==> src/rtl/wb_pkg.sv <==
// Shared types for the register-file writeback arbiter: widths, arbiter state
// and the writeback request payload carried through the load FIFO.
package wb_pkg;
  localparam int XLEN   = 32;
  localparam int REG_AW = 5;
  localparam int NREG   = 32;

  typedef enum logic {WB_NORMAL, WB_DRAIN} wb_state_t;

  typedef struct packed {
    logic [REG_AW-1:0] rd;
    logic [XLEN-1:0]   data;
  } wb_req_t;
endpackage

==> src/rtl/regfile_wb_arbiter_if.sv <==
// Writeback bus between execute/memory stages, decode scoreboard queries and
// the RF write port. Forwarding signals exist only when WB_FWD_EN is defined.
interface regfile_wb_arbiter_if #(parameter int XLEN = 32);
  logic            alu_valid, alu_ready;
  logic [4:0]      alu_rd;
  logic [XLEN-1:0] alu_data;
  logic            mem_valid, mem_ready;
  logic [4:0]      mem_rd;
  logic [XLEN-1:0] mem_data;
  logic            iss_valid;
  logic [4:0]      iss_rd;
  logic [4:0]      chk_a1, chk_a2;
  logic            busy1, busy2;
  logic            we3;
  logic [4:0]      a3;
  logic [XLEN-1:0] wd3;
`ifdef WB_FWD_EN
  logic            fwd1_hit, fwd2_hit;
  logic [XLEN-1:0] fwd_data;
`endif

  modport master (
    output alu_valid, alu_rd, alu_data, mem_valid, mem_rd, mem_data,
           iss_valid, iss_rd, chk_a1, chk_a2,
    input  alu_ready, mem_ready, busy1, busy2, we3, a3, wd3
`ifdef WB_FWD_EN
    , input fwd1_hit, fwd2_hit, fwd_data
`endif
  );

  modport slave (
    input  alu_valid, alu_rd, alu_data, mem_valid, mem_rd, mem_data,
           iss_valid, iss_rd, chk_a1, chk_a2,
    output alu_ready, mem_ready, busy1, busy2, we3, a3, wd3
`ifdef WB_FWD_EN
    , output fwd1_hit, fwd2_hit, fwd_data
`endif
  );
endinterface

==> src/rtl/wb_fifo.sv <==
// Power-of-two FIFO for buffered load results; the caller never pushes while full
// and never pops while empty.
module wb_fifo #(
  parameter int DEPTH = 4,
  parameter int W     = 37
) (
  input  logic                       clk,
  input  logic                       rst_n,
  input  logic                       push,
  input  logic                       pop,
  input  logic [W-1:0]               din,
  output logic [W-1:0]               dout,
  output logic                       full,
  output logic                       empty,
  output logic [$clog2(DEPTH+1)-1:0] count
);
  localparam int AW = $clog2(DEPTH);
  localparam int CW = $clog2(DEPTH+1);

  logic [W-1:0]  mem [DEPTH];
  logic [AW-1:0] wp, rp;

  assign dout  = mem[rp];
  assign full  = (count == CW'(DEPTH));
  assign empty = (count == '0);

  // Pointers wrap naturally because DEPTH is a power of two.
  always_ff @(posedge clk or negedge rst_n) begin
    if (!rst_n) begin
      wp    <= '0;
      rp    <= '0;
      count <= '0;
    end else begin
      if (push) wp <= wp + 1'b1;
      if (pop)  rp <= rp + 1'b1;
      count <= count + CW'(push) - CW'(pop);
    end
  end

  always_ff @(posedge clk) begin
    if (push) mem[wp] <= din;
  end
endmodule

==> src/rtl/regfile_wb_arbiter.sv <==
// Merges ALU and load writebacks onto the single RF write port, with a busy
// scoreboard for decode stalls. Define WB_FWD_EN to add the write-edge bypass.
module regfile_wb_arbiter
  import wb_pkg::*;
#(
  parameter int XLEN       = wb_pkg::XLEN,
  parameter int FIFO_DEPTH = 4
) (
  input logic clk,
  input logic rst_n,
  regfile_wb_arbiter_if.slave wb
);
  localparam int CW = $clog2(FIFO_DEPTH+1);

  wb_state_t         state_q, state_d;
  logic              alu_fire, mem_fire, pop, full, empty, win_vld;
  logic [CW-1:0]     count, count_nxt;
  logic [$bits(wb_req_t)-1:0] head_raw;
  wb_req_t           head, win;
  logic              we3_q;
  logic [REG_AW-1:0] a3_q;
  logic [XLEN-1:0]   wd3_q;
  logic [NREG-1:0]   busy_q, busy_set, busy_clr;
  logic              hit1, hit2;

  assign wb.alu_ready = (state_q == WB_NORMAL);
  assign wb.mem_ready = !full;
  assign alu_fire     = wb.alu_valid && wb.alu_ready;
  assign mem_fire     = wb.mem_valid && !full;
  assign head         = wb_req_t'(head_raw);

  wb_fifo #(.DEPTH(FIFO_DEPTH), .W($bits(wb_req_t))) u_fifo (
    .clk   (clk),
    .rst_n (rst_n),
    .push  (mem_fire),
    .pop   (pop),
    .din   ({wb.mem_rd, wb.mem_data}),
    .dout  (head_raw),
    .full  (full),
    .empty (empty),
    .count (count)
  );

  always_comb begin
    state_d   = state_q;
    pop       = 1'b0;
    win_vld   = 1'b0;
    win       = head;
    count_nxt = '0;
    case (state_q)
      WB_NORMAL: begin
        pop     = !empty && !alu_fire;
        win_vld = alu_fire || pop;
        if (alu_fire) win = '{rd: wb.alu_rd, data: wb.alu_data};
      end
      WB_DRAIN: begin
        pop     = !empty;
        win_vld = pop;
      end
      default: ;
    endcase
    count_nxt = count + CW'(mem_fire) - CW'(pop);
    case (state_q)
      WB_NORMAL: if (count_nxt == CW'(FIFO_DEPTH)) state_d = WB_DRAIN;
      WB_DRAIN:  if (count_nxt == '0)              state_d = WB_NORMAL;
      default:   state_d = WB_NORMAL;
    endcase
  end

  // rd==0 still wins the port and consumes its slot; only the RF strobe is dropped.
  always_ff @(posedge clk or negedge rst_n) begin
    if (!rst_n) begin
      state_q <= WB_NORMAL;
      we3_q   <= 1'b0;
      a3_q    <= '0;
      wd3_q   <= '0;
    end else begin
      state_q <= state_d;
      we3_q   <= win_vld && (win.rd != '0);
      if (win_vld) begin
        a3_q  <= win.rd;
        wd3_q <= win.data;
      end
    end
  end

  assign wb.we3 = we3_q;
  assign wb.a3  = a3_q;
  assign wb.wd3 = wd3_q;

  always_comb begin
    busy_set = '0;
    busy_clr = '0;
    if (wb.iss_valid) busy_set[wb.iss_rd] = 1'b1;
    busy_set[0] = 1'b0;
    if (we3_q) busy_clr[a3_q] = 1'b1;
  end

  // OR-ing the set after the clear makes a same-cycle issue win over retirement.
  always_ff @(posedge clk or negedge rst_n) begin
    if (!rst_n) busy_q <= '0;
    else        busy_q <= (busy_q & ~busy_clr) | busy_set;
  end

`ifdef WB_FWD_EN
  assign hit1        = we3_q && (a3_q != '0) && (a3_q == wb.chk_a1);
  assign hit2        = we3_q && (a3_q != '0) && (a3_q == wb.chk_a2);
  assign wb.fwd1_hit = hit1;
  assign wb.fwd2_hit = hit2;
  assign wb.fwd_data = wd3_q;
`else
  assign hit1 = 1'b0;
  assign hit2 = 1'b0;
`endif

  assign wb.busy1 = busy_q[wb.chk_a1] && !hit1;
  assign wb.busy2 = busy_q[wb.chk_a2] && !hit2;
endmodule

==> src/flat_wrapper.sv <==
// flat-port wrapper written by rule: the top's interface ports become plain ports
module regfile_wb_arbiter_flat import wb_pkg::*;
#(
  parameter int XLEN       = wb_pkg::XLEN,
  parameter int FIFO_DEPTH = 4
)
  (clk, rst_n, wb_alu_valid, wb_alu_rd, wb_alu_data, wb_mem_valid, wb_mem_rd, wb_mem_data, wb_iss_valid, wb_iss_rd, wb_chk_a1, wb_chk_a2, wb_alu_ready, wb_mem_ready, wb_busy1, wb_busy2, wb_we3, wb_a3, wb_wd3);
  regfile_wb_arbiter_if #(.XLEN(XLEN)) wb_i ();
  input logic clk;
  input logic rst_n;
  input wire logic [$bits(wb_i.alu_valid)-1:0] wb_alu_valid;
  input wire logic [$bits(wb_i.alu_rd)-1:0] wb_alu_rd;
  input wire logic [$bits(wb_i.alu_data)-1:0] wb_alu_data;
  input wire logic [$bits(wb_i.mem_valid)-1:0] wb_mem_valid;
  input wire logic [$bits(wb_i.mem_rd)-1:0] wb_mem_rd;
  input wire logic [$bits(wb_i.mem_data)-1:0] wb_mem_data;
  input wire logic [$bits(wb_i.iss_valid)-1:0] wb_iss_valid;
  input wire logic [$bits(wb_i.iss_rd)-1:0] wb_iss_rd;
  input wire logic [$bits(wb_i.chk_a1)-1:0] wb_chk_a1;
  input wire logic [$bits(wb_i.chk_a2)-1:0] wb_chk_a2;
  output wire logic [$bits(wb_i.alu_ready)-1:0] wb_alu_ready;
  output wire logic [$bits(wb_i.mem_ready)-1:0] wb_mem_ready;
  output wire logic [$bits(wb_i.busy1)-1:0] wb_busy1;
  output wire logic [$bits(wb_i.busy2)-1:0] wb_busy2;
  output wire logic [$bits(wb_i.we3)-1:0] wb_we3;
  output wire logic [$bits(wb_i.a3)-1:0] wb_a3;
  output wire logic [$bits(wb_i.wd3)-1:0] wb_wd3;
  assign wb_i.alu_valid = wb_alu_valid;
  assign wb_i.alu_rd = wb_alu_rd;
  assign wb_i.alu_data = wb_alu_data;
  assign wb_i.mem_valid = wb_mem_valid;
  assign wb_i.mem_rd = wb_mem_rd;
  assign wb_i.mem_data = wb_mem_data;
  assign wb_i.iss_valid = wb_iss_valid;
  assign wb_i.iss_rd = wb_iss_rd;
  assign wb_i.chk_a1 = wb_chk_a1;
  assign wb_i.chk_a2 = wb_chk_a2;
  assign wb_alu_ready = wb_i.alu_ready;
  assign wb_mem_ready = wb_i.mem_ready;
  assign wb_busy1 = wb_i.busy1;
  assign wb_busy2 = wb_i.busy2;
  assign wb_we3 = wb_i.we3;
  assign wb_a3 = wb_i.a3;
  assign wb_wd3 = wb_i.wd3;
  regfile_wb_arbiter #(.XLEN(XLEN), .FIFO_DEPTH(FIFO_DEPTH)) u_core (.clk(clk), .rst_n(rst_n), .wb(wb_i));
endmodule
==> config.mk <==
export PLATFORM = sky130hd
export DESIGN_NAME = regfile_wb_arbiter_flat
export DESIGN_NICKNAME = d
export VERILOG_FILES = /design/src/rtl/wb_pkg.sv /design/src/rtl/regfile_wb_arbiter_if.sv /design/src/rtl/wb_fifo.sv /design/src/rtl/regfile_wb_arbiter.sv /design/src/flat_wrapper.sv
export SDC_FILE = /design/constraint.sdc
export NUM_CORES = 1
export LEC_CHECK = 0
export BUFFER_PORTS_ARGS = -buffer_cell sky130_fd_sc_hd__buf_2
export CAP_MARGIN = 30
export CORE_MARGIN = 5
export CORE_UTILIZATION = 35
export CTS_CLUSTER_DIAMETER = 60
export DETAILED_ROUTE_END_ITERATION = 10
export SETUP_SLACK_MARGIN = 0.4
export SLEW_MARGIN = 5
export SYNTH_ARGS = -nofsm -noshare
export SYNTH_HDL_FRONTEND = slang
export SYNTH_HIERARCHICAL = 1
export SYNTH_SLANG_ARGS = --single-unit
==> constraint.sdc <==
create_clock -name clk -period 2.5 [get_ports clk]
set_input_delay 0.5 -clock clk [delete_from_list [all_inputs] [get_ports clk]]
set_output_delay 0.5 -clock clk [all_outputs]
set_load 0.005 [all_outputs]
==> impl_results.md, run 1 <==
- Synth area leaders: edfxtp_1 (46%), dfrtp_1 (20%), mux4_2 (8.7%)
- Antenna violations before repair: 5
- Buf/Inv on CP: 1
- Number of global-route vias before repair: 6091
- Fin crit period: 2.32 ns
- Slowest-stage cell, CP: dfrtp_1
- DR pass1 iterations: 5
- Register Area: 0.00640 mm2
- Static Leakage: 0.00439 uW
- DPL Wire Length: 14.5 mm
- Area share of the largest cell type after synthesis: 0.465
- Register share of total power: 0.428
- Clock Latency Late Sink: 0.52 ns
- Nets@finish: 881
- Post-Syn Instances: 621
- Vias per inst: 5.14
- Synth async-reset ratio: 0.345
- Num rows: 60
- Hold WS: 0.182 ns
- # diodes: 0
- Sw power: 4370 uW
- Worst-path fanout max: 3
- Sw frac: 0.314
- RePlAce Congestion: 0.906
- Worst vdd rail ir drop: 617 uV
- Layout cells sized above 1: 0.319
- Grt ovf: 0
- Crit share post-route: 0.927
- Worst EP required: 2.00 ns
- Pre-CTS setup slack: 0.243 ns
- Commonest cells after routing, fill and taps aside: edfxtp_1 (148), buf_2 (134), o21ai_0 (99)
- Final ANT Viol Nets: 0
- Most common cell after layout, fill and taps aside: edfxtp_1
- Cell Pwr Density: 1190 mW/mm2
- Syn Std Cell Area: 0.00956 mm2
- PortBufs: 135
- CTS Sinks: 226
- Final setup TNS: 0 ns
- First-pass GRT wire length: 35.3 mm
- HP Class: input port to flop
- Leading area contributor after synthesis: edfxtp_1
- Dpl cells: 1085
- Hold Vio Cnt, Final: 0
- Final worst slack: 0.183 ns
- Routed wire length: 22.0 mm
- Worst path cell trace: mux2i_1, a22oi_1, nand3_1, nand2_1, a311o_1, buf_2
- Maximum root-to-sink buffer count: 3
- DR vias: 5850
- CTS tree: built
- I/O pin count: 136
- Initial core utilization: 0.355
- Seq/Total Area, Yosys: 0.669
- Initial drt markers: 422
- Status: complete, no violations
- Area grow syn2layout: 22.4%
- Critical Path Sink Type: output port
- Worst rel slew slack: 0.521
- Net count after synthesis: 725
- Die outline width: 175 um
- Combinational power share: 0.299
- Least-Margin Pin Slew: 0.718 ns
- Final setup viols: 0
- Total GRT Usage: 0.145
- Syn avg cell area: 15.4 um2
- Clk Tree Root Cell: clkbuf_16
- Critical path type: flop to output port
- Max Cap Viol: 0
- Overall die area: 0.0307 mm2
- Post-synth EDFFs: 148
- WP data arrival: 1.82 ns
- Clk network pwr share: 0.273
- Number of clock buffers inserted by TritonCTS: 26
- Htree depth: 1
- CP Launch Type: flop
- Core ar.: 0.0270 mm2
- Layout Cells excl Fill: 1138
- Die Y: 175 um
- Area of the multi-input gates: 0.00299 mm2
- Worst path top cell family by delay: compound AO/OA/AOI/OAI gates
- Pwr Total: 13900 uW
- Int Pwr: 9540 uW
- Worst-path clk slew: 0.06 ns
- Slew Viols, Final: 0
- CP max stage delay: 0.41 ns
- Fillers: 2449
- Ys flop type: edfxtp_1
- Largest net degree at the start of global routing: 77
- #FFs+latches synth: 226
- RSZ-0062 raised after global routing: true
- Worst Skew: 0.0113 ns
- Fmax: 0.432 GHz
- Cell variety after synth: 37
- Drc violations: 0
- Yosys warns: 6
- Routed wire length per instance: 19.3 um
-- per-stage QoR --
| step | utilization | cell area [um2] |
|---|---|---|
| 3_3_place_gp | 0.398 | 10700 |
| 6_report | 0.434 | 11700 |
| 4_1_cts | 0.431 | 11600 |
| 3_5_place_dp | 0.398 | 10700 |
| 5_1_grt | 0.434 | 11700 |
| 2_1_floorplan | - | 9590 |
-- kinds of logic (layout without fill, tap and decap cells) --
family / count (synthesis) / count (layout) / share of synthesized area
adder cells (fa/ha/maj): 10 / 10 / 0.0147
XOR/XNOR: 7 / 7 / 0.00641
AO/OA/AOI/OAI: 122 / 122 / 0.0681
AND/OR/NAND/NOR: 109 / 109 / 0.0567
multiplexers: 106 / 106 / 0.159
buffers and inverters: 41 / 217 / 0.0255
flip-flops: 226 / 226 / 0.669
-- state kept, by name (all words and copies together), names as in the netlist, named ones only --
| signal | flops |
|---|---|
| u_core/u_fifo/mem | 148 |
| u_core/busy_q | 32 |
| u_core/wb.wd3 | 32 |
| u_core/wb.a3 | 5 |
| u_core/u_fifo/count | 3 |
| u_core/u_fifo/rp | 2 |
| u_core/u_fifo/wp | 2 |
| u_core/wb.we3 | 1 |
-- path summary, 6_finish.rpt --
path	endpoint	slack [ns]	cells past startpoint	from
min in group asynchronous	u_core/wb.wd3[20]	0.52	2	rst_n
hold / removal	u_core/wb.wd3[15]	0.18	3	wb_alu_data[15]
setup / recovery	wb_busy2	0.18	6	u_core/busy_q[15]
hold reg to reg	u_core/u_fifo/wp[0]	0.53	1	u_core/u_fifo/wp[0]
setup reg to reg	flop	0.45	9	u_core/u_fifo/count[2]
max in group asynchronous	u_core/busy_q[23]	1.36	3	rst_n
-- timing repair --
action	4_1_cts	5_1_grt
gates cloned	0	0
endpoints found under the setup margin	3	4
pin swaps	0	18
setup buffers	0	4
gates resized for setup	1	11
hold buffers	1	0
endpoints found under the hold margin	33	0
-- power groups by stage --
| stage | Clock, uW | Sequential (uW) | Combinational [uW] |
|---|---|---|---|
| 2_1_floorplan | 0 | 5680 | 2890 |
| 4_1_cts | 3910 | 5960 | 4130 |
| 3_3_place_gp | 0 | 5990 | 4040 |
| 5_1_grt | 4110 | 6100 | 4660 |
| 6_report | 3800 | 5950 | 4160 |
| 3_5_place_dp | 0 | 6010 | 4110 |
-- cell type report --
class                   instances  share of cell area
clock buffers                  36              0.0649
clock inverters                12              0.0104
inverters                      12             0.00385
multi-input cells             354               0.256
flip-flops and latches        226               0.547
well taps                     341              0.0365
repair buffers                157              0.0812
-- synthesized netlist by cell type, types with 7 or more instances --
cell and count:
a21oi_1 7, a22oi_1 8, buf_2 10, clkbuf_1 9, dfrtp_1 78, edfxtp_1 148
ha_1 8, inv_1 12, mux2i_1 69, mux4_2 37, nand2_1 55, nand3_1 8
nand3b_1 10, nor2_1 10, o21ai_0 99
-- layer usage --
layer,track usage,share of wire
met5,0,0.0027
met1,0.203,0.45
met2,0.223,0.45
met3,0.0420,0.075
met4,0.0370,0.020
-- worst min-delay path: cells and delay by family --
family / cells / cell delay, ns
buffers and inverters: 1 / 0.08
and+or+nand+nor: 1 / 0.03
AOI/OAI and AO/OA: 1 / 0.05
Power figures use the tool's default switching activity.
==> run 2: changes to the inputs <==
Clock period 2.5 ns to 2.2 ns, I/O delays scaled along.
==> run 2 against run 1 <==
The flow now finishes with violations (negative setup slack). Critical path depth did not move. Flip-flop and latch count unchanged. Via count increased by 0.82%. Routed wire length is 5.6% higher. Hold slack worse by 0.059 ns. Cell count increased by 2.1%. Count of clock-buffer cells in the layout rose by 1. Non-clock buffer count grew 25. Design area is 3.5% higher.
==> impl_results.md, run 2 (synthesis gave the netlist of run 1 again) <==
- Drc violations: 0 (unchanged)
- Hold WS: 0.123 ns (-0.0591 ns)
- Area grow syn2layout: 26.7%
- Worst-path clk slew: 0.06 ns (about the same)
- Htree depth: 1 (unchanged)
- Num rows: 60 (unchanged)
- CP Launch Type: flop
- Fin crit period: 2.24 ns
- DR pass1 iterations: 5 (unchanged)
- Worst path cell trace: mux2i_1, a22oi_1, nand3_1, nand2_1, a311o_1, buf_2
- Largest net degree at the start of global routing: 77 (unchanged)
- Max Cap Viol: 0 (unchanged)
- Worst EP required: 1.76 ns (-0.24 ns)
- Largest Register: u_core/u_fifo/mem
- Pwr Total: 16500 uW (+19%)
- Slew Viols, Final: 0 (unchanged)
- Antenna violations before repair: 6 (+1)
- Hold Vio Cnt, Final: 0 (unchanged)
- CTS tree: built
- Worst path top cell family by delay: compound AO/OA/AOI/OAI gates
- Violated checks: negative setup slack
- Least-Margin Pin Slew: 0.724 ns (+0.00541 ns)
- Area of the multi-input gates: 0.00303 mm2 (+1.3%)
- Routed wire length per instance: 20.0 um (+3.4%)
- Maximum root-to-sink buffer count: 3 (unchanged)
- Die Y: 175 um (unchanged)
- Number of flip-flops in the largest register: 148 (unchanged)
- DR vias: 5898 (+0.82%)
- Critical Path Sink Type: output port
- Nets@finish: 905 (+2.7%)
- Buf/Inv on CP: 1 (unchanged)
- Core ar.: 0.0270 mm2 (unchanged)
- First-pass GRT wire length: 34.4 mm (-2.5%)
- Vias per inst: 5.08 (-1.3%)
- Slowest-stage cell, CP: dfrtp_1
- PortBufs: 135 (unchanged)
- Initial core utilization: 0.355 (unchanged)
- Most common cell after layout, fill and taps aside: edfxtp_1
- Cell Pwr Density: 1360 mW/mm2 (+14%)
- Initial drt markers: 288 (-32%)
- CP max stage delay: 0.41 ns (about the same)
- I/O pin count: 136 (unchanged)
- Worst-path fanout max: 3 (unchanged)
- Worst Skew: 0.0171 ns (+0.00576 ns)
- Fmax: 0.447 GHz
- Worst rel slew slack: 0.518 (-0.00360)
- Overall die area: 0.0307 mm2 (unchanged)
- Commonest cells after routing, fill and taps aside: edfxtp_1 (148), buf_2 (133), o21ai_0 (84)
- Number of clock buffers inserted by TritonCTS: 25 (-3.8%)
- Clk Tree Root Cell: clkbuf_16
- HP Class: input port to flop
- Grt ovf: 0 (unchanged)
- RePlAce Congestion: 0.930 (+2.6%)
- WP data arrival: 1.80 ns (-0.02 ns)
- Worst vdd rail ir drop: 717 uV (+16%)
- DPL Wire Length: 14.5 mm (+0.30%)
- Status: complete, but fails checks
- Final worst slack: -0.0358 ns (-0.219 ns)
- Layout cells sized above 1: 0.344 (+0.0252)
- Routed wire length: 23.2 mm (+5.6%)
- Crit share post-route: 1.02
- Number of global-route vias before repair: 6109 (+0.30%)
- Static Leakage: 0.00457 uW (+4.3%)
- Critical path type: flop to output port
- Final setup viols: 2 (+2)
- Fillers: 2393 (-2.3%)
- RSZ-0062 raised after global routing: true
- Register Area: 0.00640 mm2 (about the same)
- Total GRT Usage: 0.142 (-0.00264)
- Die outline width: 175 um (unchanged)
- Clock Latency Late Sink: 0.52 ns (about the same)
- Final ANT Viol Nets: 0 (unchanged)
- CTS Sinks: 226 (unchanged)
==> run 2: cell types whose count changed in the layout (fill, tap and decap cells not counted), sizes merged <==
cell and change:
buf +17, clkbuf +9, clkinvlp -4, diode +1
inv +1
==> run 2: worst register-to-register path: stages (launching register included) <==
cell and delay, ns:
dfrtp_2 0.45, nor3_4 0.27, nor2_4 0.08, ha_4 0.26
inv_2 0.03, ha_4 0.14, fa_1 0.45, nor2_2 0.11
nor2_1 0.05, a21oi_1 0.11
==> run 2: timing repair <==
item | CTS | global route
pin swaps | 13 | 10
hold buffers | 1 | 0
buffers inserted | 7 | 7
hold endpoints to repair | 25 | 0
resized for setup | 18 | 39
setup endpoints to repair | 142 | 103
gates cloned | 0 | 11
==> run 2: metal layers <==
metal / global-route usage / wire [um] / share of wire
met1: 0.192 / 10100 / 0.43
met2: 0.227 / 10900 / 0.47
met3: 0.0435 / 1720 / 0.074
met4: 0.0350 / 433 / 0.019
met5: 0 / 61 / 0.0026
==> run 2: final cells by class <==
| cell class | instances | area share |
|---|---|---|
| Timing Repair Buffer | 182 | 0.114 |
| Sequential cell | 226 | 0.529 |
| Clock buffer | 37 | 0.0587 |
| Clock inverter | 9 | 0.00899 |
| Tap cell | 341 | 0.0352 |
| Multi-Input combinational cell | 354 | 0.250 |
| Inverter | 12 | 0.00393 |
| Antenna cell | 1 | 0.000207 |
==> run 2: final timing paths <==
kind	startpoint	to	slack, ns	cells after the start
setup / recovery	u_core/busy_q[15]	wb_busy1	-0.04	6
hold / removal	wb_alu_data[31]	u_core/wb.wd3[31]	0.12	3
setup reg to reg	u_core/u_fifo/count[0]	flop	0.18	9
hold reg to reg	u_core/u_fifo/wp[0]	u_core/u_fifo/wp[0]	0.53	1
max in group asynchronous	rst_n	u_core/wb.a3[2]	1.13	3
min in group asynchronous	rst_n	u_core/u_fifo/rp[1]	0.49	2
==> run 2: report_power, final <==
group	switching (uW)	internal, uW	total [uW]	leakage (uW)
Clock	1630	2480	4110	0.000401
Sequential	829	5900	6730	0.00226
Combinational	2750	2900	5660	0.00192
==> run 2: per-stage QoR <==
step | area, um2 | setup slack, ns | TNS [ns] | std cells | utilization
4_1_cts | 11800 | -0.0432 | -0.0701 | 1143 | 0.436
2_1_floorplan | 9600 | -0.0529 | -0.0529 | 621 | -
3_5_place_dp | 10800 | 0.0351 | 0 | 1089 | 0.400
6_report | 12100 | -0.0358 | -0.0636 | 1162 | 0.449
3_3_place_gp | 10800 | 0.0325 | 0 | 1089 | 0.400
5_1_grt | 12100 | -0.155 | -0.264 | 1162 | 0.449
